### src/rtl/lumos_fixed_point_multiplier_pkg.sv
// lumos_fixed_point_multiplier_pkg: shared constants, state encoding and helpers for the Q16.16 multiplier
package lumos_fixed_point_multiplier_pkg;
  localparam logic ENABLE = 1'b1;
  localparam logic DISABLE = 1'b0;
  localparam int FRAC_BITS_DEFAULT = 16;
  typedef enum logic [1:0] {IDLE, MUL, DONE} state_t;
  function automatic logic [31:0] magnitude(input logic [31:0] v);
    return v[31] ? -v : v;
  endfunction
endpackage

### src/rtl/lumos_fixed_point_multiplier_multiplier_8x8.sv
// lumos_fixed_point_multiplier_multiplier_8x8: combinational unsigned 8x8 array multiplier
module lumos_fixed_point_multiplier_multiplier_8x8 (
  input  logic [7:0]  operand_1,
  input  logic [7:0]  operand_2,
  output logic [15:0] product
);
  // sum of AND partial products, each weighted by its multiplier bit position
  always_comb begin
    product = '0;
    for (int k = 0; k < 8; k++)
      product = product + (16'({8'b0, operand_1 & {8{operand_2[k]}}}) << k);
  end
endmodule

### src/rtl/lumos_fixed_point_multiplier.sv
// lumos_fixed_point_multiplier: multi-cycle signed Q16.16 multiplier built on one shared 8x8 multiplier
module lumos_fixed_point_multiplier
  import lumos_fixed_point_multiplier_pkg::*;
#(
  parameter int FRAC_BITS = FRAC_BITS_DEFAULT
) (
  input  logic        clk,
  input  logic        reset,
  input  logic        enable,
  input  logic [31:0] operand_1,
  input  logic [31:0] operand_2,
  output logic        busy,
  output logic        ready,
  output logic [31:0] result,
  output logic        overflow
);
  localparam int PW = 64 - FRAC_BITS;
  state_t state, state_nxt;
  logic [3:0] cnt;
  logic [31:0] a_mag, b_mag;
  logic sign;
  logic [63:0] acc, acc_nxt, term;
  logic [7:0] a_byte, b_byte;
  logic [15:0] pp;
  logic [2:0] byte_pos;
  logic [PW-1:0] prod_sh;
  assign a_byte = 8'(a_mag >> {cnt[1:0], 3'b000});
  assign b_byte = 8'(b_mag >> {cnt[3:2], 3'b000});
  assign byte_pos = {1'b0, cnt[1:0]} + {1'b0, cnt[3:2]};
  assign term = {48'b0, pp} << {byte_pos, 3'b000};
  assign acc_nxt = acc + term;
  assign prod_sh = PW'((sign ? -acc_nxt : acc_nxt) >> FRAC_BITS);
  assign busy = (state != IDLE) ? ENABLE : DISABLE;
  assign ready = (state == DONE) ? ENABLE : DISABLE;
  lumos_fixed_point_multiplier_multiplier_8x8 u_mul (
    .operand_1(a_byte),
    .operand_2(b_byte),
    .product  (pp)
  );
  // state register
  always_ff @(posedge clk or negedge reset)
    if (!reset) state <= IDLE;
    else state <= state_nxt;
  // next-state: start on enable in IDLE, 16 MUL cycles, one DONE cycle
  always_comb begin
    state_nxt = IDLE;
    state_nxt = (state == IDLE) ? ((enable == ENABLE) ? MUL : IDLE) :
                (state == MUL)  ? ((cnt == 4'hF) ? DONE : MUL) : IDLE;
  end
  // operand latch, byte-product accumulation and final sign fix into the held outputs
  always_ff @(posedge clk or negedge reset)
    if (!reset) begin
      cnt <= '0;
      acc <= '0;
      a_mag <= '0;
      b_mag <= '0;
      sign <= 1'b0;
      result <= '0;
      overflow <= 1'b0;
    end else if (state == IDLE && enable == ENABLE) begin
      a_mag <= magnitude(operand_1);
      b_mag <= magnitude(operand_2);
      sign <= operand_1[31] ^ operand_2[31];
      acc <= '0;
      cnt <= '0;
    end else if (state == MUL) begin
      acc <= acc_nxt;
      cnt <= cnt + 4'd1;
      if (cnt == 4'hF) begin
        result <= prod_sh[31:0];
        overflow <= !((&prod_sh[PW-1:31]) || !(|prod_sh[PW-1:31]));
      end
    end
endmodule

### config.mk
export PLATFORM = sky130hd
export DESIGN_NAME = lumos_fixed_point_multiplier
export DESIGN_NICKNAME = d
export VERILOG_FILES = /design/src/rtl/lumos_fixed_point_multiplier_pkg.sv /design/src/rtl/lumos_fixed_point_multiplier_multiplier_8x8.sv /design/src/rtl/lumos_fixed_point_multiplier.sv
export SDC_FILE = /design/constraint.sdc
export NUM_CORES = 1
export LEC_CHECK = 0
export BUFFER_PORTS_ARGS = -buffer_cell sky130_fd_sc_hd__buf_2
export CAP_MARGIN = 20
export CORE_ASPECT_RATIO = 1.25
export CORE_UTILIZATION = 25
export DETAILED_ROUTE_END_ITERATION = 8
export PLACE_DENSITY = 0.47
export SLEW_MARGIN = 0
export SYNTH_ARGS = -nofsm -noshare
export SYNTH_HDL_FRONTEND = slang
export SYNTH_SLANG_ARGS = --single-unit
export TNS_END_PERCENT = 5
### constraint.sdc
create_clock -name clk -period 21.2 [get_ports clk]
set_clock_uncertainty 0.1 [all_clocks]
set_input_delay 4.24 -clock clk [delete_from_list [all_inputs] [get_ports clk]]
set_output_delay 4.24 -clock clk [all_outputs]
set_load 0.01 [all_outputs]
==> flow_metrics.tcl <==
set metrics [dict create \
    status "finished clean" \
    routed_wl_mm 58.59 \
    die_w_um 233.2 \
    htreeDepth 4 \
    synthArstFlopShare 1.000 \
    avgSynthCellArea_um2 7.891 \
    drt_first_iter_violations 833 \
    ys.flop_type "dfrtp_1" \
    cts_setup_buffers 0 \
    cts_num_sinks 168 \
    grt_pass1_vias 15439 \
    start_util 0.2538 \
    cts_root_buf "clkbuf_16" \
    tns_ns 0 \
    track_usage 0.1759 \
    hp-class "reg2reg" \
    crit_slowest_cell "nor4_4" \
    multi_input_area_um2 11720 \
    rows 105 \
    cts_resized 0 \
    place_hpwl_mm 46.93 \
    drive_gt1_frac 0.1116 \
    num-fill-cells 7138 \
    overflow 0 \
    wl_per_cell_um 19.43 \
    synth_common_cells "nand2_1, o21ai_0, dfrtp_1" \
    syn_inst 2117 \
    numPortBuffers 101 \
    cp-end-kind "register" \
    clock.fmax_mhz 75.95 \
    postCtsHoldBufs 0 \
    antenna_found_initial 1 \
    post-route-period-util 0.6211 \
    slew_viol_final 0 \
    synth_cell_types 104 \
    syn-num-nets 2321 \
    place.gp.congestion 0.9428 \
    slew_headroom 0.3411 \
    num_antenna_cells 0 \
    yosys_warnings 0 \
    critPathRequiredTime_ns 21.48 \
    num_io_pins 102 \
    critical_path.max_fanout 13 \
    ys_seq_area_frac 0.2516 \
    arrival_ns 13.44 \
    core_um2 65820 \
    synth_largest_area_cell "dfrtp_1" \
    drc 0 \
    tritoncts "yes" \
    die_area_um2 67870 \
    ys_top_cells_by_area "dfrtp_1, ha_1, nand2_1" \
    clkTransAtPathRegs_ns 0.08 \
    vias 15492 \
    synth_edf_count 0 \
    viasPerCell 5.137 \
    grt_pass1_wl_mm 91.55 \
    finalCriticalPeriod_ns 13.17 \
    clk_path_buf_depth 2 \
    slowest_delay_ns 0.75 \
    path_class "reg2reg" \
    tightest_slew_ns 0.9883 \
    area_growth_pct 11.43 \
    ant_nets 0 \
    start_kind "register" \
    rsz0062_at_grt "no" \
    max_cap_violations 0 \
    final-hold-violation-count 0 \
    synth_area_um2 16710 \
    clkLatencyLatePin_ns 0.50 \
    synth.most_common_cell "nand2_1" \
    cts_inserted_buffers 17 \
    die_height_um 291.0 \
    grt_start_max_net_pins 106 \
    setup_violations 0 \
    drt_pass1_iterations 5 \
    synth_top_area_share 0.2516 \
    seq_area_um2 4205 \
    synth-seq-cells 168 \
    num-nets-final 2351 \
]
-- layout make-up --
class / instances / share of cell area
clock buffers: 17 / 0.02285
inverters: 95 / 0.01916
flip-flops and latches: 168 / 0.2259
repair buffers: 115 / 0.03435
multi-input cells: 1750 / 0.6298
well taps: 856 / 0.05753
clock inverters: 15 / 0.01042
-- stage by stage --
stage / hold slack [ns] / std cells / area, um^2 / worst slack [ns] / util
final: 0.3748 / 3016 / 18620 / 8.033 / 0.2828
after global routing: 0.4084 / 3016 / 18620 / 7.199 / 0.2828
after CTS: 0.3853 / 3015 / 18590 / 8.053 / 0.2824
after detailed placement: 0.3675 / 2983 / 17970 / 8.070 / 0.2730
after global placement: 0.3556 / 2983 / 17970 / 8.324 / 0.2730
after floorplan: 0.3380 / 2117 / 16710 / 10.43 / -
-- critical path, delay by kind of cell (launching register included) --
family / cells / cell delay, ns
flip-flops: 1 / 0.74
AO/OA/AOI/OAI: 14 / 3.10
XOR/XNOR: 3 / 0.73
buffers and inverters: 6 / 0.34
adder cells (fa/ha/maj): 8 / 3.46
AND/OR/NAND/NOR: 13 / 3.85
multiplexers: 1 / 0.70
-- sequential cells by signal, summed over array words and instances (netlist names) --
name	count
cnt	4
acc	64
state	2
sign	1
overflow	1
a_mag	32
result	32
b_mag	32
-- cell usage in the layout (no fill, tap or decap), types with 14 or more instances in the layout --
cell type,n
inv_1,95
nand3_1,102
o21ai_1,23
nand2_1,331
a21o_1,22
dfrtp_1,167
ha_1,101
nor4_1,17
xor2_1,94
buf_2,100
and2_1,49
o21ai_0,217
clkbuf_16,17
mux2i_1,14
or4_1,15
nand2b_1,17
nor3_1,31
xnor2_1,55
nor2b_1,19
nor2_1,142
or3_1,29
fa_1,36
a21oi_1,106
o31ai_1,28
a211oi_1,15
nand4_1,30
mux4_2,16
-- path summary, 6_finish.rpt --
path	from	to	slack [ns]	cells after the start
worst max-delay path	cnt[0]	overflow	8.03	45
max in group asynchronous	reset	result[3]	16.17	2
min in group asynchronous	reset	b_mag[9]	3.59	1
worst min register to register	result[10]	result[10]	0.37	2
worst min-delay path	result[10]	result[10]	0.37	2
worst max register to register	cnt[0]	overflow	8.03	45
-- cells by family (layout without fill, tap and decap cells) --
group | count (synthesis) | in the layout | synth area share
xor gates and xnor gates | 150 | 150 | 0.07909
buffers and inverters | 199 | 242 | 0.04778
and+or+nand+nor | 865 | 865 | 0.2564
DFF | 168 | 168 | 0.2516
adders and majority gates | 137 | 137 | 0.1188
muxes | 33 | 33 | 0.03198
AOI/OAI and AO/OA | 565 | 565 | 0.2143
-- metal layers --
| metal | global-route usage | routed length [um] |
|---|---|---|
| met1 | 0.2132 | 25290 |
| met2 | 0.3123 | 29690 |
| met3 | 0.02155 | 1806 |
| met4 | 0.06727 | 1802 |
| met5 | 0 | 0 |
Power is left out: the tool's default activity adds up to more than one toggle a clock period on the data nets, which glitch-free logic cannot reach.
